File: config.mk
export PLATFORM = sky130hd
export DESIGN_NAME = bmp_stream_unpacker
export DESIGN_NICKNAME = d
export VERILOG_FILES = /design/src/rtl/bmp_pkg.sv /design/src/rtl/bmp_pix_pack.sv /design/src/rtl/bmp_stream_unpacker.sv
export SDC_FILE = /design/constraint.sdc
export NUM_CORES = 1
export LEC_CHECK = 0
export ABC_AREA = 1
export BUFFER_PORTS_ARGS = -buffer_cell sky130_fd_sc_hd__buf_2
export CELL_PAD_IN_SITES_DETAIL_PLACEMENT = 1
export CELL_PAD_IN_SITES_GLOBAL_PLACEMENT = 2
export CORE_ASPECT_RATIO = 0.7
export CORE_MARGIN = 1
export CORE_UTILIZATION = 37
export CTS_BUF_LIST = sky130_fd_sc_hd__clkbuf_4 sky130_fd_sc_hd__clkbuf_8
export CTS_CLUSTER_DIAMETER = 30
export DETAILED_ROUTE_END_ITERATION = 12
export GPL_TIMING_DRIVEN = 0
export PLACE_DENSITY_LB_ADDON = 0.1
export SETUP_SLACK_MARGIN = 0.05
export SKIP_CTS_REPAIR_TIMING = 1
export SYNTH_ARGS = -nofsm -noshare
export SYNTH_HDL_FRONTEND = slang
export SYNTH_HIERARCHICAL = 1
export SYNTH_SLANG_ARGS = --single-unit
export TNS_END_PERCENT = 20
File: constraint.sdc
create_clock -name clk -period 7.2 [get_ports clk]
set_input_delay 0.36 -clock clk [delete_from_list [all_inputs] [get_ports clk]]
set_output_delay 0.36 -clock clk [all_outputs]
set_load 0.1 [all_outputs]
File: src/rtl/bmp_pkg.sv
// Shared definitions for the BMP stream unpacker: FSM states, header field
// offsets, error codes and output pixel format encodings.
package bmp_pkg;

    typedef enum logic [2:0] {
        StIdle,
        StReq,
        StHdr,
        StSkip,
        StPix,
        StPad,
        StDone,
        StErr
    } bmp_state_e;

    // Byte offsets of the little-endian header fields
    localparam int unsigned SIG_OFS  = 0;
    localparam int unsigned OFFS_OFS = 10;
    localparam int unsigned WID_OFS  = 18;
    localparam int unsigned HGT_OFS  = 22;
    localparam int unsigned BPP_OFS  = 28;
    // Last header byte; all checks are made when it arrives
    localparam int unsigned HDR_LAST = BPP_OFS + 1;

    localparam logic [1:0] ERR_NONE = 2'd0;
    localparam logic [1:0] ERR_SIG  = 2'd1;
    localparam logic [1:0] ERR_BPP  = 2'd2;
    localparam logic [1:0] ERR_DIM  = 2'd3;

    localparam int unsigned FMT_RGB565 = 0;
    localparam int unsigned FMT_RGB888 = 1;

endpackage

File: src/rtl/bmp_pix_pack.sv
// Collects B,G,R(,A) byte lanes of one pixel and emits the converted pixel
// one cycle after its last byte.
module bmp_pix_pack
    import bmp_pkg::*;
#(
    parameter int unsigned OUT_FMT = FMT_RGB565,
    parameter int unsigned OUT_W   = 16
) (
    input  logic             clk,
    input  logic             rst,
    input  logic             clear,
    input  logic             byte_en,
    input  logic [7:0]       byte_data,
    input  logic             bpp32,
    output logic             pix_last,
    output logic             pix_en,
    output logic [OUT_W-1:0] pix_data
);

    logic [1:0]       lane_q;
    logic [7:0]       b_q, g_q, r_q;
    logic [7:0]       r_cur;
    logic [OUT_W-1:0] conv;

    // Last lane of the pixel; for 24 bpp R is taken straight from the bus
    always_comb begin
        r_cur    = bpp32 ? r_q : byte_data;
        pix_last = byte_en && (lane_q == (bpp32 ? 2'd3 : 2'd2));
    end

    if (OUT_FMT == FMT_RGB565) begin : g_rgb565
        logic unused_lsbs;
        assign conv        = {r_cur[7:3], g_q[7:2], b_q[7:3]};
        assign unused_lsbs = ^{r_cur[2:0], g_q[1:0], b_q[2:0]};
    end else begin : g_rgb888
        assign conv = {r_cur, g_q, b_q};
    end

    // Lane capture and registered pixel strobe; the alpha lane is discarded
    always_ff @(posedge clk or posedge rst) begin
        if (rst) begin
            lane_q   <= 2'd0;
            b_q      <= 8'd0;
            g_q      <= 8'd0;
            r_q      <= 8'd0;
            pix_en   <= 1'b0;
            pix_data <= '0;
        end else begin
            pix_en <= 1'b0;
            if (clear) begin
                lane_q <= 2'd0;
            end else if (byte_en) begin
                case (lane_q)
                    2'd0:    b_q <= byte_data;
                    2'd1:    g_q <= byte_data;
                    2'd2:    r_q <= byte_data;
                    default: ;
                endcase
                if (pix_last) begin
                    lane_q   <= 2'd0;
                    pix_en   <= 1'b1;
                    pix_data <= conv;
                end else begin
                    lane_q <= lane_q + 2'd1;
                end
            end
        end
    end

endmodule

File: src/rtl/bmp_stream_unpacker.sv
// BMP byte-stream parser: validates the header, skips to the pixel array,
// strips row padding and emits one converted pixel strobe per pixel.
// Optional header readback ports are enabled by defining BMP_HDR_OUT_EN.
module bmp_stream_unpacker
    import bmp_pkg::*;
#(
    parameter int unsigned OUT_FMT    = FMT_RGB565,
    parameter int unsigned OUT_W      = 16,
    parameter int unsigned MAX_WIDTH  = 1024,
    parameter int unsigned MAX_HEIGHT = 1024
) (
    input  logic             clk,
    input  logic             rst,
    input  logic             start,
    input  logic [15:0]      expect_width,
    input  logic [7:0]       byte_data,
    input  logic             byte_valid,
    output logic             write_req,
    input  logic             write_req_ack,
    output logic             pix_en,
    output logic [OUT_W-1:0] pix_data,
    output logic             busy,
    output logic             done,
    output logic             err,
`ifdef BMP_HDR_OUT_EN
    output logic [15:0]      hdr_width,
    output logic [15:0]      hdr_height,
    output logic [5:0]       hdr_bpp,
    output logic             hdr_top_down,
`endif
    output logic [1:0]       err_code
);

    if (!((OUT_FMT == FMT_RGB565 && OUT_W == 16) ||
          (OUT_FMT == FMT_RGB888 && OUT_W == 24))) begin : g_bad_cfg
        $error("bmp_stream_unpacker: OUT_W does not match OUT_FMT");
    end

    bmp_state_e  state_q;
    logic [31:0] byte_cnt_q;
    logic [7:0]  sig0_q;
    logic        sig_ok_q;
    logic [31:0] off_q, width_q, height_q;
    logic [7:0]  bpp_lo_q;
    logic        bpp32_q;
    logic [1:0]  pad_q, pad_cnt_q;
    logic [15:0] col_q, row_q, rows_q;

    logic        launch, pix_byte_en, pix_last;
    logic [15:0] bpp_full;
    logic [31:0] hgt_abs;
    logic        bpp_ok, width_ok, hgt_ok;
    logic [1:0]  hdr_err;
    logic [1:0]  lane_off, lane_wid, lane_hgt;

    // Header decode and validation, evaluated against the byte on the bus
    always_comb begin
        launch      = start && (state_q == StIdle || state_q == StErr);
        pix_byte_en = byte_valid && (state_q == StPix);
        lane_off    = 2'(byte_cnt_q - 32'(OFFS_OFS));
        lane_wid    = 2'(byte_cnt_q - 32'(WID_OFS));
        lane_hgt    = 2'(byte_cnt_q - 32'(HGT_OFS));
        bpp_full    = {byte_data, bpp_lo_q};
        hgt_abs     = height_q[31] ? (32'd0 - height_q) : height_q;
        bpp_ok      = (bpp_full == 16'd24) || (bpp_full == 16'd32);
        width_ok    = (width_q != 32'd0) && (width_q <= 32'(MAX_WIDTH)) &&
                      ((expect_width == 16'd0) || (width_q == {16'd0, expect_width}));
        hgt_ok      = (hgt_abs != 32'd0) && (hgt_abs <= 32'(MAX_HEIGHT));
        if (!sig_ok_q)                 hdr_err = ERR_SIG;
        else if (!bpp_ok)              hdr_err = ERR_BPP;
        else if (!width_ok || !hgt_ok) hdr_err = ERR_DIM;
        else                           hdr_err = ERR_NONE;
    end

    // Frame sequencing FSM with registered handshake/status outputs
    always_ff @(posedge clk or posedge rst) begin
        if (rst) begin
            state_q    <= StIdle;
            byte_cnt_q <= 32'd0;
            sig0_q     <= 8'd0;
            sig_ok_q   <= 1'b0;
            off_q      <= 32'd0;
            width_q    <= 32'd0;
            height_q   <= 32'd0;
            bpp_lo_q   <= 8'd0;
            bpp32_q    <= 1'b0;
            pad_q      <= 2'd0;
            pad_cnt_q  <= 2'd0;
            col_q      <= 16'd0;
            row_q      <= 16'd0;
            rows_q     <= 16'd0;
            write_req  <= 1'b0;
            busy       <= 1'b0;
            done       <= 1'b0;
            err        <= 1'b0;
            err_code   <= ERR_NONE;
`ifdef BMP_HDR_OUT_EN
            hdr_width    <= 16'd0;
            hdr_height   <= 16'd0;
            hdr_bpp      <= 6'd0;
            hdr_top_down <= 1'b0;
`endif
        end else begin
            done <= 1'b0;
            if (launch) begin
                // A start in ERR restarts directly, clearing the sticky error
                state_q    <= StReq;
                write_req  <= 1'b1;
                busy       <= 1'b1;
                err        <= 1'b0;
                err_code   <= ERR_NONE;
                byte_cnt_q <= 32'd0;
                sig_ok_q   <= 1'b0;
                col_q      <= 16'd0;
                row_q      <= 16'd0;
                pad_cnt_q  <= 2'd0;
`ifdef BMP_HDR_OUT_EN
                hdr_width    <= 16'd0;
                hdr_height   <= 16'd0;
                hdr_bpp      <= 6'd0;
                hdr_top_down <= 1'b0;
`endif
            end else begin
                case (state_q)
                    StReq: begin
                        if (write_req_ack) begin
                            write_req <= 1'b0;
                            state_q   <= StHdr;
                        end
                    end
                    StHdr: begin
                        if (byte_valid) begin
                            byte_cnt_q <= byte_cnt_q + 32'd1;
                            if (byte_cnt_q == 32'(SIG_OFS))
                                sig0_q <= byte_data;
                            if (byte_cnt_q == 32'(SIG_OFS + 1))
                                sig_ok_q <= (sig0_q == 8'h42) && (byte_data == 8'h4D);
                            if (byte_cnt_q >= 32'(OFFS_OFS) && byte_cnt_q < 32'(OFFS_OFS + 4))
                                off_q[{lane_off, 3'b000} +: 8] <= byte_data;
                            if (byte_cnt_q >= 32'(WID_OFS) && byte_cnt_q < 32'(WID_OFS + 4))
                                width_q[{lane_wid, 3'b000} +: 8] <= byte_data;
                            if (byte_cnt_q >= 32'(HGT_OFS) && byte_cnt_q < 32'(HGT_OFS + 4))
                                height_q[{lane_hgt, 3'b000} +: 8] <= byte_data;
                            if (byte_cnt_q == 32'(BPP_OFS))
                                bpp_lo_q <= byte_data;
                            if (byte_cnt_q == 32'(HDR_LAST)) begin
`ifdef BMP_HDR_OUT_EN
                                hdr_width    <= width_q[15:0];
                                hdr_height   <= hgt_abs[15:0];
                                hdr_bpp      <= bpp_full[5:0];
                                hdr_top_down <= height_q[31];
`endif
                                if (hdr_err != ERR_NONE) begin
                                    err      <= 1'b1;
                                    err_code <= hdr_err;
                                    busy     <= 1'b0;
                                    state_q  <= StErr;
                                end else begin
                                    bpp32_q <= (bpp_full == 16'd32);
                                    // 24 bpp row length 3*w needs w mod 4 pad bytes
                                    pad_q   <= (bpp_full == 16'd32) ? 2'd0 : width_q[1:0];
                                    rows_q  <= hgt_abs[15:0];
                                    state_q <= (off_q <= 32'(HDR_LAST) + 32'd1) ? StPix
                                                                                : StSkip;
                                end
                            end
                        end
                    end
                    StSkip: begin
                        if (byte_valid) begin
                            byte_cnt_q <= byte_cnt_q + 32'd1;
                            if (byte_cnt_q == off_q - 32'd1) state_q <= StPix;
                        end
                    end
                    StPix: begin
                        if (pix_last) begin
                            if (col_q == width_q[15:0] - 16'd1) begin
                                col_q <= 16'd0;
                                if (row_q == rows_q - 16'd1) begin
                                    // Trailing pad of the last row is left to be dropped
                                    state_q <= StDone;
                                    done    <= 1'b1;
                                    busy    <= 1'b0;
                                end else begin
                                    row_q <= row_q + 16'd1;
                                    if (pad_q != 2'd0) begin
                                        pad_cnt_q <= 2'd0;
                                        state_q   <= StPad;
                                    end
                                end
                            end else begin
                                col_q <= col_q + 16'd1;
                            end
                        end
                    end
                    StPad: begin
                        if (byte_valid) begin
                            pad_cnt_q <= pad_cnt_q + 2'd1;
                            if (pad_cnt_q == pad_q - 2'd1) state_q <= StPix;
                        end
                    end
                    StDone:  state_q <= StIdle;
                    StIdle:  ;
                    StErr:   ;
                    default: state_q <= StIdle;
                endcase
            end
        end
    end

    bmp_pix_pack #(
        .OUT_FMT (OUT_FMT),
        .OUT_W   (OUT_W)
    ) u_pix_pack (
        .clk       (clk),
        .rst       (rst),
        .clear     (launch),
        .byte_en   (pix_byte_en),
        .byte_data (byte_data),
        .bpp32     (bpp32_q),
        .pix_last  (pix_last),
        .pix_en    (pix_en),
        .pix_data  (pix_data)
    );

endmodule

; Word level (Yosys, flattened, before mapping)
; Cells that the tools add are included.
[classes]
bitwise_logic = 2
div_mod_pow = 0
reduce_logical = 59
mul = 0
n_lt_le_gt_ge = 9
eq_ne = 37
addsub = 16
mux = 80
n_shift = 6
[ops]
columns = operator, count
row1 = 2-to-1 mux 16 bit, 9
row2 = 2-to-1 mux 32 bit, 4
row3 = bitwise mux 32 bit, 3
row4 = variable shift 8 x 7 -> 32 bit (first input constant), 3
row5 = variable part select 8 x 7 -> 32 bit, 3
row6 = equality test 32 x 5 -> 1 bit (second input constant), 2
row7 = >= comparator 32 x 5 -> 1 bit (second input constant), 2
row8 = less-or-equal comparator 32 x 11 -> 1 bit (second input constant), 2
row9 = less-than comparator 32 x 5 -> 1 bit (second input constant), 2
row10 = nonzero test 32 bit, 2
row11 = 2-to-1 mux 3 bit, 14
row12 = 2-to-1 mux 2 bit, 18
row13 = adder 16 x 1 -> 16 bit (second input constant), 2
row14 = adder 32 x 1 -> 32 bit (second input constant), 1
row15 = equality test 16 bit, 2
row16 = equality test 32 x 1 -> 1 bit (second input constant), 1
row17 = equality test 32 x 16 -> 1 bit, 1
row18 = equality test 32 bit, 1
row19 = >= comparator 32 x 4 -> 1 bit (second input constant), 1
row20 = less-or-equal comparator 32 x 5 -> 1 bit (second input constant), 1
row21 = logical NOT 32 bit, 1
row22 = less-than comparator 32 x 4 -> 1 bit (second input constant), 1
row23 = subtractor 1 x 32 -> 32 bit (first input constant), 1
row24 = subtractor 16 x 1 -> 16 bit (second input constant), 2
row25 = 41 further kinds, 130
[totals]
regBits = 250
mem_count = 0
out_inout_bits = 23
inputBits = 29
wordCells = 234
latch_bits = 0
romBits = 0
ram_bits = 0

; Depth between registers and ports, before layout
; Gate-level depths: netlist of run 1.
[logic_depth]
depth_word = 15
ltp_mapped = 21
ltp_nobuf = 21

; Modules after synthesis
; Netlist of run 1, hierarchy kept.
[modules_own_cells]
columns = module, area_per_inst_um2, cells_per_inst, instances, seq_area_each_um2
row1 = bmp_stream_unpacker, 13944.6, 2061, 1, 5180.0
row2 = bmp_pix_pack, 1520.2, 169, 1, 875.8

; Worst setup path after synthesis of run 1
; Ideal clock, no wire load.
[synth_timing]
kind = register to register
start = reg width_q[0]
end = reg rows_q[2]
path_stages_with_launch = 19
slack_ns = 4.744
setup_time_ns = 0.122
n_path_buf = 1
period_less_slack_ns = 2.456
required_ns = 7.078
arrival_time_ns = 2.334
path_cell_list = dfrtp_1 -> inv_2 -> ha_1 -> nand3_2 -> nor2_2 -> nand2_1 -> o21ai_1 -> nand2b_1 -> nor2_1 -> nand2_1 -> nor2_1 -> nand3_1 -> nor2_2 -> nand3_2 -> nor2_4 -> nand2_4 -> buf_6 -> nand2_2 -> o21ai_2
[synth_via]
elab_chain_cells = 11
elab_cells_between_ends = 14
classes_between = order compare: 1 / eq/ne: 1 / mux: 3 / bitwise: 1 / reduce/logical: 8
[synth_lines]
columns = item, line_no
row1 = start: declaration, bmp_stream_unpacker.sv:43  ; logic [31:0] off_q, width_q, height_q;
row2 = start signal: indexed assignment, bmp_stream_unpacker.sv:141  ; width_q[{lane_wid, 3'b000} +: 8] <= byte_data;
row3 = less-or-equal comparator 32 x 11 -> 1 bit (tied with other cells), bmp_stream_unpacker.sv:66  ; width_ok = (width_q != 32'd0) && (width_q <= 32'(MAX_WIDTH)) &&
row4 = logical AND 1 bit or logical OR 1 bit (tied branches), "bmp_stream_unpacker.sv:66, bmp_stream_unpacker.sv:67"
row5 = logical AND 1 bit *, bmp_stream_unpacker.sv:66
row6 = logical NOT 1 bit *, bmp_stream_unpacker.sv:71  ; else if (!width_ok || !hgt_ok) hdr_err = ERR_DIM;
row7 = logical OR 1 bit *, bmp_stream_unpacker.sv:71
row8 = 2-to-1 mux 2 bit *, bmp_stream_unpacker.sv:71
row9 = 2-to-1 mux 2 bit *, bmp_stream_unpacker.sv:70  ; else if (!bpp_ok) hdr_err = ERR_BPP;
row10 = 2-to-1 mux 2 bit *, bmp_stream_unpacker.sv:69  ; if (!sig_ok_q) hdr_err = ERR_SIG;
row11 = nonzero test 2 bit *, bmp_stream_unpacker.sv:153  ; if (hdr_err != ERR_NONE) begin
row12 = NOT 1 bit (no source line) *, -
row13 = AND reduction 5 bit (no source line) *, -
row14 = end signal: assignment, bmp_stream_unpacker.sv:162  ; rows_q <= hgt_abs[15:0];
row15 = end: declaration, bmp_stream_unpacker.sv:47  ; logic [15:0] col_q, row_q, rows_q;
; Mark *: on every way between the ends. The rest lies on a longest branch, timed or not.
; A chain may end at the register's enable or synchronous reset.

; Final worst setup path of run 1
; Ends and elaborated chain as after synthesis.

==> flow_metrics.env, run 1 <==
export IMPL_outcome="finished, final reports clean"
export IMPL_via_per_inst=5.219
export IMPL_critPathMaxFanout=10
export IMPL_cp_cell_sequence="inv_2 > ha_1 > nand3_2 > nor2_2 > nand2_1 > o21ai_1 > nand2b_1 > nor2_1 > nand2_1 > nor2_1 > nand3_1 > nor2_2 > nand3_2 > nor2_4 > nand2_4 > buf_6 > nand2_2 > o21ai_2"
export IMPL_crit_slowest_cell="dfrtp_1"
export IMPL_synth_seq_cells=242
export IMPL_core_um2=41110
export IMPL_yosysSeqAreaShare=0.3916
export IMPL_synthMuxAreaShare=0.0006472
export IMPL_die_y_um=173.1
export IMPL_drt_pass1_iterations=5
export IMPL_grt_pass1_vias=15750
export IMPL_grtUsageTotal=0.2670
export IMPL_clockBufferDepth=3
export IMPL_setup_viol=0
export IMPL_antenna_cells=0
export IMPL_layout_setup_ws_ns=3.361
export IMPL_grt_pass1_wl_um=89160
export IMPL_insertion_delay_ns=0.63
export IMPL_path_clk_slew_ns=0.06
export IMPL_initialDrtViolationCount=869
export IMPL_cp_end_kind="flop"
export IMPL_critPathMaxStageDelay_ns=0.52
export IMPL_nFillCells=5266
export IMPL_rsz0062_at_grt="false"
export IMPL_start_util=0.3761
export IMPL_htreeDepth=2
export IMPL_slew_headroom=0.2725
export IMPL_root_buffer="clkbuf_8"
export IMPL_io_pins=52
export IMPL_start_kind="flop"
export IMPL_routed_wirelength_um=56020
export IMPL_crit_arrival_ns=4.35
export IMPL_dpl_hpwl_um=43860
export IMPL_final_common_cell="nand2_1"
export IMPL_fin_nets=2389
export IMPL_crit_required_ns=7.71
export IMPL_min_from="byte_data[2]"
export IMPL_synth_compound_area_share=0.09968
export IMPL_synthSimpleGateAreaFrac=0.3597
export IMPL_syn_area_um2=15460
export IMPL_tightest_slew_ns=1.091
export IMPL_hold_depth=3
export IMPL_hold_viol=0
export IMPL_p_leak_nw=9.079
export IMPL_multi_input_area_um2=8264
export IMPL_grt_overflow_total=0
export IMPL_fin_crit_sh=0.5332
export IMPL_critPathTopFamily="simple AND/OR/NAND/NOR gates"
export IMPL_worst_path_buf_inv=2
export IMPL_r2r_start="width_q[0]"
export IMPL_synth_xor_area_frac=0.05979
export IMPL_rows=62
export IMPL_place_gp_congestion=0.8865
export IMPL_fmax_ghz=0.2605
export IMPL_vdd_drop_max_mv=0.2357
export IMPL_dp_cells=2826
export IMPL_hold_class="in2reg"
export IMPL_skew_ns=0.03459
export IMPL_startpoint="width_q[0]"
export IMPL_drt_drc_violations_left=0
export IMPL_antenna_found_initial=0
export IMPL_clock_sinks=242
export IMPL_synth_nets=2277
export IMPL_syn_to_final_growth_pct=16.31
export IMPL_yosysWarningCount=6
export IMPL_die_area_um2=42630
export IMPL_path_depth=18
export IMPL_synth_cell_types=59
export IMPL_cts_tree="yes"
export IMPL_syn_inst=2230
export IMPL_seq_area_um2=6056
export IMPL_rr_worst_depth=18
export IMPL_instances_no_fill=2932
export IMPL_vias=15300
export IMPL_port_buffers=51
export IMPL_synth_top_family_by_area="simple AND/OR/NAND/NOR gates"
export IMPL_synth_avg_cell_area_um2=6.935
export IMPL_min_period_ns=3.839
export IMPL_grt_max_degree=116
export IMPL_ant_nets=0
export IMPL_final_cell_mix="673 x nand2_1, 298 x nor2_1, 242 x dfrtp_1"
export IMPL_slew_viol_final=0
export IMPL_reg2reg_slack_ns=3.36
export IMPL_maxCapViolations=0
export IMPL_dp_slack_ns=3.451
export IMPL_routedWlPerCell_um=19.11
export IMPL_die_w_um=246.4
export IMPL_cts_buffers=55
export IMPL_yosys_area_share_adder=0.01456
export IMPL_p_per_area_nw_per_um2=280.0
export IMPL_drive_gt1_frac=0.09757
export IMPL_crit_type="reg2reg"
[layer usage]
metal | part of all wire | global-route usage | vias up
met5 | 0 | 0 | -
met4 | 0.018 | 0.05556 | 0
met3 | 0.042 | 0.04191 | 59
met2 | 0.42 | 0.3979 | 272
met1 | 0.52 | 0.4038 | 7532
li1 | - | - | 7438
[cell families after synthesis]
group                      count (synthesis)
AOI/OAI and AO/OA                        275
xor gates and xnor gates                 103
adders and majority gates                 18
buffers and inverters                    292
DFF                                      242
muxes                                      1
and+or+nand+nor                         1299
[cells in the mapped netlist (all sizes together)]
library cell / instances / area, um2
a21o: 1 / 7.510
and3b: 1 / 8.760
a31oi: 4 / 25.02
inv: 234 / 878.4
nand2: 683 / 2599
nand4: 62 / 387.9
xor3: 1 / 23.77
nor4: 23 / 158.9
buf: 20 / 123.9
o22ai: 2 / 12.51
nand2b: 2 / 12.51
o21a: 2 / 15.01
o311a: 1 / 10.01
mux2i: 1 / 10.01
a21boi: 2 / 15.02
and2: 1 / 6.260
o2111ai: 2 / 17.52
a31o: 1 / 8.760
nor2: 310 / 1204
xor2: 79 / 699.4
a21oi: 33 / 168.9
o31ai: 9 / 67.56
a2111oi: 1 / 15.01
xnor2: 23 / 201.4
nor3: 47 / 235.2
a221oi: 2 / 17.52
a41oi: 1 / 8.760
and3: 3 / 18.77
clkbuf: 36 / 135.1
nand3b: 15 / 112.6
clkinv: 2 / 7.510
o21bai: 4 / 30.03
o211ai: 3 / 22.52
nor3b: 5 / 42.54
ha: 18 / 225.2
a211oi: 3 / 27.52
nand3: 144 / 758.2
a22oi: 1 / 7.510
dfrtp: 242 / 6056
or2: 3 / 18.77
o21ai: 203 / 1065
[worst paths after layout]
kind / endpoint
max: rows_q[2]
min: u_pix_pack/g_q[2]
max reg2reg: rows_q[2]
min reg2reg: u_pix_pack/pix_data[5]
max in group asynchronous: off_q[29]
min in group asynchronous: col_q[4]
[state kept, by name, indices dropped and copies added (netlist names), 2 cells and up]
name                 flops
byte_cnt_q              32
height_q                32
off_q                   32
width_q                 32
col_q                   16
row_q                   16
rows_q                  16
u_pix_pack/pix_data     16
bpp_lo_q                 8
sig0_q                   8
u_pix_pack/g_q           6
u_pix_pack/b_q           5
u_pix_pack/r_q           5
state_q                  3
err_code                 2
pad_cnt_q                2
pad_q                    2
u_pix_pack/lane_q        2
[final cells by class]
class | instances | area share
multi-input combinational | 1696 | 0.4594
timing repair buffer | 55 | 0.01739
tap | 544 | 0.03784
clock buffer | 70 | 0.05078
sequential | 242 | 0.3367
inverter | 236 | 0.04967
clock inverter | 33 | 0.03381
buffer | 56 | 0.01440
[where the power goes]
part           total (W)  switching, W  leakage [nW]  internal [W]
Combinational    0.00122      0.000890          5.02      0.000332
Clock            0.00216      0.000742         0.749       0.00142
Sequential       0.00165      0.000145          3.31       0.00151
[stage by stage]
step / utilization / total power, W / cell area (um2) / hold WS [ns] / TNS [ns]
2_1_floorplan: - / 0.002461 / 15460 / 0.4422 / 0
3_3_place_gp: 0.3989 / 0.002845 / 16400 / 0.4533 / -337.09
3_5_place_dp: 0.3998 / 0.002881 / 16440 / 0.4543 / 0
4_1_cts: 0.4368 / 0.005076 / 17960 / -0.1232 / 0
5_1_grt: 0.4375 / 0.005314 / 17990 / 0.05323 / 0
6_report: 0.4375 / 0.005036 / 17990 / 0.06768 / 0
[worst register-to-register path, delay by kind of cell (launching register included)]
kind,cells,cell delay (ns)
AOI/OAI and AO/OA,2,0.51
adders and majority gates,1,0.21
and+or+nand+nor,13,2.11
buffers and inverters,2,0.37
DFF,1,0.52
Note: power is estimated with default switching activity, not from simulation.
==> inputs of run 2 (changes only) <==
--- a/config.mk
+++ b/config.mk
@@ -5,13 +5,13 @@
 export SDC_FILE = /design/constraint.sdc
 export NUM_CORES = 1
 export LEC_CHECK = 0
-export ABC_AREA = 1
+export ABC_AREA = 0
 export BUFFER_PORTS_ARGS = -buffer_cell sky130_fd_sc_hd__buf_2
 export CELL_PAD_IN_SITES_DETAIL_PLACEMENT = 1
 export CELL_PAD_IN_SITES_GLOBAL_PLACEMENT = 2
 export CORE_ASPECT_RATIO = 0.7
 export CORE_MARGIN = 1
-export CORE_UTILIZATION = 37
+export CORE_UTILIZATION = 42
 export CTS_BUF_LIST = sky130_fd_sc_hd__clkbuf_4 sky130_fd_sc_hd__clkbuf_8
 export CTS_CLUSTER_DIAMETER = 30
 export DETAILED_ROUTE_END_ITERATION = 12
==> constraint.sdc (replaced) <==
create_clock -name clk -period 3.6 [get_ports clk]
set_input_delay 0.18 -clock clk [delete_from_list [all_inputs] [get_ports clk]]
set_output_delay 0.18 -clock clk [all_outputs]
set_load 0.1 [all_outputs]
==> flow_metrics.env, run 2 <==
export IMPL_final_cell_mix="234 x dfrtp_1, 130 x nor2_1, 123 x mux2_2"
export IMPL_io_pins=52
export IMPL_yosysSeqAreaShare=0.4167
export IMPL_rows=56
export IMPL_min_period_ns=4.071
export IMPL_nFillCells=3787
export IMPL_slew_headroom=0.3872
export IMPL_start_kind="flop"
export IMPL_synth_cell_types=86
export IMPL_grt_max_degree=42
export IMPL_syn_to_final_growth_pct=20.81
export IMPL_die_w_um=224.3
export IMPL_violations="setup timing"
export IMPL_yosysTopAreaCell="dfrtp_1"
export IMPL_port_buffers=51
export IMPL_vias=12270
export IMPL_p_per_area_nw_per_um2=495.5
export IMPL_routedWlPerCell_um=22.07
export IMPL_cp_end_kind="flop"
export IMPL_synth_ff_type="dfrtp_1"
export IMPL_yosysWarningCount=6
export IMPL_cts_buffers=53
export IMPL_root_buffer="clkbuf_8"
export IMPL_die_area_um2=35360
export IMPL_dp_slack_ns=-1.368
export IMPL_critPathMaxFanout=7
export IMPL_drt_pass1_iterations=5
export IMPL_crit_type="reg2reg"
export IMPL_hold_viol=0
export IMPL_clockBufferDepth=3
export IMPL_outcome="finished, violations left"
export IMPL_synth_avg_cell_area_um2=9.675
export IMPL_rsz0062_at_grt="true"
export IMPL_die_y_um=157.6
export IMPL_path_common_cell="or4_4"
export IMPL_cp_cell_sequence="or4_4 > or4_4 > buf_8 > or2_0 > buf_4 > a2bb2oi_2 > a2111oi_4 > and4bb_4 > nand3_2 > or3_4 > clkbuf_16 > mux2_4"
export IMPL_p_leak_nw=8.044
export IMPL_maxCapViolations=0
export IMPL_ys_top_cells_by_area="dfrtp_1 42%, mux2_2 9.5%, xnor2_1 5.4%"
export IMPL_crit_slowest_cell="or4_4"
export IMPL_hold_class="in2reg"
export IMPL_start_util=0.4303
export IMPL_drive_gt1_frac=0.2573
export IMPL_htreeDepth=2
export IMPL_synth_edf_count=0
export IMPL_antenna_cells=0
export IMPL_grt_pass1_wl_um=74490
export IMPL_grt_pass1_vias=12610
export IMPL_skew_ns=0.05076
export IMPL_core_um2=33770
export IMPL_stdcell_area_um2=17560
export IMPL_grt_overflow_total=0
export IMPL_layout_setup_ws_ns=-0.4708
export IMPL_insertion_delay_ns=0.64
export IMPL_crit_arrival_ns=4.56
export IMPL_slew_viol_final=0
export IMPL_vdd_drop_max_mv=0.4412
export IMPL_syn_inst=1502
export IMPL_yosysTopAreaCellShare=0.4167
export IMPL_finalSetupTns_ns=-8.440
export IMPL_tightest_slew_ns=0.9065
export IMPL_grtUsageTotal=0.2737
export IMPL_synth_nets=1549
export IMPL_via_per_inst=5.715
export IMPL_fin_crit_sh=1.131
export IMPL_cts_tree="yes"
export IMPL_crit_required_ns=4.09
export IMPL_placed_cell_area_um2=15470
export IMPL_total_power_w=0.008699
export IMPL_clock_sinks=242
export IMPL_ant_nets=0
export IMPL_fin_nets=1686
export IMPL_syn_area_um2=14530
export IMPL_final_util=0.5198
export IMPL_dpl_hpwl_um=35550
export IMPL_fmax_ghz=0.2457
export IMPL_final_common_cell="dfrtp_1"
export IMPL_synth_seq_cells=242
export IMPL_reg2reg_slack_ns=-0.47
export IMPL_path_clk_slew_ns=0.06
export IMPL_initialDrtViolationCount=779
export IMPL_drt_drc_violations_left=0
export IMPL_routed_wirelength_um=47390
export IMPL_async_reset_ff_frac=1.000
export IMPL_synth_common_cells="242 x dfrtp_1, 132 x nor2_1, 123 x mux2_2, 116 x nand2_1, 90 x xnor2_1"
export IMPL_critPathMaxStageDelay_ns=0.57
export IMPL_antenna_found_initial=0
export IMPL_setup_viol=23
export IMPL_place_gp_congestion=0.8660
export IMPL_yosysMostFrequentCell="dfrtp_1"
run 2: cell types whose count changed after synthesis, moves of 32 or more:
cell,previous run,this run
nor2_1,298,132
nand4_1,62,30
nand2_1,673,116
nand3_1,138,56
mux2_2,0,123
o21ai_0,185,60
inv_1,227,44
xnor2_1,23,90
run 2: cell families after synthesis:
family                     count (synthesis)  share of synthesized area
DFF                                      242                     0.4167
xor gates and xnor gates                 147                    0.08912
buffers and inverters                    124                    0.03565
adders and majority gates                 18                    0.01550
AOI/OAI and AO/OA                        220                     0.1019
muxes                                    152                     0.1211
and+or+nand+nor                          599                     0.2199
run 2: area by class of cell:
cell class                 count  area [um2]  area share
tap                          464       580.6     0.03307
timing repair buffer          92       681.9     0.03884
multi-input combinational   1136        8412      0.4792
clock buffer                  70       900.9     0.05131
clock inverter                29       371.6     0.02117
inverter                      45       172.7    0.009835
sequential                   242        6066      0.3455
buffer                        69       370.4     0.02110
run 2: through the flow:
step | hold slack, ns | std cells
after floorplan | 0.3306 | 1502
after global placement | 0.4808 | 2017
final | 0.05719 | 2147
after CTS | -0.3665 | 2121
after detailed placement | 0.3275 | 2022
after global routing | 0.03686 | 2147
run 2: metal layers:
metal | vias up | part of all wire | track usage
met2 | 266 | 0.42 | 0.3936
met3 | 76 | 0.048 | 0.05030
met4 | 0 | 0.020 | 0.06868
met5 | - | 0 | 0
li1 | 5737 | - | -
met1 | 6191 | 0.51 | 0.4183
run 2: worst paths after layout:
check | startpoint | to | cells after the start
max | height_q[4] | rows_q[3] | 12
min | byte_data[3] | u_pix_pack/g_q[3] | 2
max reg2reg | height_q[4] | rows_q[3] | 12
min reg2reg | u_pix_pack/pix_data[4] | u_pix_pack/pix_data[4] | 1
max in group asynchronous | rst | pad_cnt_q[0] | 5
min in group asynchronous | rst | sig0_q[4] | 3
run 2: power breakdown:
| part | switching, W | internal [W] | total (W) |
|---|---|---|---|
| Clock | 0.00143 | 0.00211 | 0.00355 |
| Sequential | 0.000149 | 0.00295 | 0.00310 |
| Combinational | 0.00148 | 0.000577 | 0.00205 |
run 2: worst max-delay path: cells and delay by family, from the launching register on:
kind            cells  cell delay [ns]
simple gates        6             2.22
flops               1             0.46
mux                 1             0.29
compound gates      2             0.48
buf+inv             3             0.50
==> inputs of run 3 (changes only) <==
--- a/config.mk
+++ b/config.mk
@@ -9,7 +9,7 @@
 export BUFFER_PORTS_ARGS = -buffer_cell sky130_fd_sc_hd__buf_2
 export CELL_PAD_IN_SITES_DETAIL_PLACEMENT = 1
 export CELL_PAD_IN_SITES_GLOBAL_PLACEMENT = 2
-export CORE_ASPECT_RATIO = 0.7
+export CORE_ASPECT_RATIO = 2
 export CORE_MARGIN = 1
 export CORE_UTILIZATION = 42
 export CTS_BUF_LIST = sky130_fd_sc_hd__clkbuf_4 sky130_fd_sc_hd__clkbuf_8
==> flow_metrics.env, run 3 (synthesized netlist as in run 2, its figures left out) <==
export IMPL_slew_viol_final=0
export IMPL_crit_arrival_ns=4.62
export IMPL_vdd_drop_max_mv=0.5138
export IMPL_p_leak_nw=8.080
export IMPL_die_area_um2=35390
export IMPL_min_from="write_req_ack"
export IMPL_cts_tree="yes"
export IMPL_final_cell_mix="233 x dfrtp_1, 132 x nor2_1, 123 x mux2_2"
export IMPL_power_frac_comb=0.245
export IMPL_cts_buffers=43
export IMPL_root_buffer="clkbuf_8"
export IMPL_grt_pass1_vias=13180
export IMPL_place_gp_congestion=0.8611
export IMPL_syn_to_final_growth_pct=20.28
export IMPL_drt_pass1_iterations=4
export IMPL_rr_worst_depth=12
export IMPL_hold_class="in2reg"
export IMPL_critPathMaxStageDelay_ns=0.59
export IMPL_rows=96
export IMPL_wl_met3_um=974
export IMPL_outcome="finished, violations left"
export IMPL_reg2reg_slack_ns=-0.55
export IMPL_drt_drc_violations_left=0
export IMPL_final_util=0.5106
export IMPL_core_um2=34230
export IMPL_skew_ns=0.04095
export IMPL_min_period_ns=4.147
export IMPL_cp_cell_sequence="or4_4 > or4_4 > buf_8 > or2_0 > buf_4 > a2bb2oi_4 > a2111oi_4 > and4bb_2 > nand3_2 > or3_4 > clkbuf_16 > mux2_4"
export IMPL_r2r_start="height_q[4]"
export IMPL_reg2reg_to="rows_q[3]"
export IMPL_violations="hold timing, setup timing"
export IMPL_crit_slowest_cell="or4_4"
export IMPL_clock_sinks=242
export IMPL_pwr_share_clk=0.389
export IMPL_initialDrtViolationCount=445
export IMPL_setup_viol=37
export IMPL_sequentialPowerShare=0.366
export IMPL_path_clk_slew_ns=0.06
export IMPL_fmax_ghz=0.2412
export IMPL_grt_overflow_total=0
export IMPL_fin_nets=1693
export IMPL_rsz0062_at_grt="true"
export IMPL_port_buffers=51
export IMPL_crit_required_ns=4.07
export IMPL_ant_nets=0
export IMPL_grt_pass1_wl_um=75980
export IMPL_clockBufferDepth=3
export IMPL_top_layer="met4"
export IMPL_fin_crit_sh=1.152
export IMPL_final_common_cell="dfrtp_1"
export IMPL_switching_share=0.3494
export IMPL_tightest_slew_ns=0.8849
export IMPL_p_per_area_nw_per_um2=485.1
export IMPL_holdPathEnd="write_req"
export IMPL_cp_end_kind="flop"
export IMPL_maxCapViolations=0
export IMPL_dr_wl_met2_um=29130
export IMPL_p_switching_w=0.002962
export IMPL_vias=12390
export IMPL_via_per_inst=5.837
export IMPL_hold_depth=4
export IMPL_insertion_delay_ns=0.62
export IMPL_path_common_cell="or4_4"
export IMPL_routedWlPerCell_um=23.46
export IMPL_die_w_um=133.5
export IMPL_hold_viol=6
export IMPL_whs_ns=-0.02309
export IMPL_grtUsageTotal=0.2830
export IMPL_wl_met1_um=16920
export IMPL_dp_slack_ns=-1.191
export IMPL_die_y_um=265.1
export IMPL_io_pins=52
export IMPL_dpl_hpwl_um=38000
export IMPL_drive_gt1_frac=0.2554
export IMPL_start_kind="flop"
export IMPL_htreeDepth=2
export IMPL_routed_wirelength_um=49770
export IMPL_slew_headroom=0.4101
export IMPL_critPathMaxFanout=6
export IMPL_grt_max_degree=44
export IMPL_p_int_w=0.005516
export IMPL_antenna_found_initial=1
export IMPL_layout_setup_ws_ns=-0.5467
export IMPL_start_util=0.4245
export IMPL_crit_type="reg2reg"
## run 3: worst max-delay path: cells and delay by family (launching register included)
kind	cells	cell delay (ns)
buffers and inverters	3	0.50
AO/OA/AOI/OAI	2	0.50
flip-flops	1	0.44
multiplexers	1	0.29
AND/OR/NAND/NOR	6	2.27
## run 3: area by class of cell
class	instances	area [um2]
multi-input combinational	1136	8376
fill	3904	16750
sequential	242	6067
clock inverter	21	364.1
inverter	45	172.7
clock buffer	58	735.7
tap	441	551.8
antenna	1	2.502
timing repair buffer	108	828.3
buffer	70	380.4
## run 3: worst max path at each step
stage | startpoint | to | slack (ns) | cells past startpoint
floorplan | height_q[6] | rows_q[10] | -0.02 | 12
global placement | width_q[5] | col_q[2] | -1.03 | 13
detailed placement | width_q[4] | col_q[7] | -1.19 | 13
CTS | width_q[5] | col_q[5] | -1.20 | 13
global route | height_q[2] | rows_q[3] | -0.56 | 13
finish | height_q[4] | rows_q[3] | -0.55 | 12
## run 3: power by group through the flow
stage	Sequential [W]	Combinational (W)	Clock, W
after floorplan	0.00347	0.00101	0
after global placement	0.00314	0.00197	0
after detailed placement	0.00315	0.00203	0
after CTS	0.00310	0.00204	0.00337
after global routing	0.00313	0.00221	0.00346
final	0.00310	0.00208	0.00330
## run 3: per-layer routing
metal | vias up | GRT usage
met4 | 0 | 0.1400
li1 | 5717 | -
met3 | 140 | 0.02725
met5 | - | 0
met1 | 6347 | 0.2713
met2 | 182 | 0.5788
## run 3: per-stage QoR
| stage | cell area (um2) | total power [W] | hold WS, ns | setup TNS [ns] | cells |
|---|---|---|---|---|---|
| after CTS | 16540 | 0.008506 | -0.4344 | -70.37 | 2078 |
| after global placement | 15340 | 0.005114 | 0.4808 | -199.15 | 1994 |
| after global routing | 17480 | 0.008802 | 0.01623 | -14.34 | 2122 |
| after detailed placement | 15440 | 0.005178 | 0.2358 | -68.97 | 1999 |
| final | 17480 | 0.008478 | -0.02309 | -11.58 | 2122 |
| after floorplan | 14540 | 0.004480 | 0.3306 | -0.1427 | 1502 |
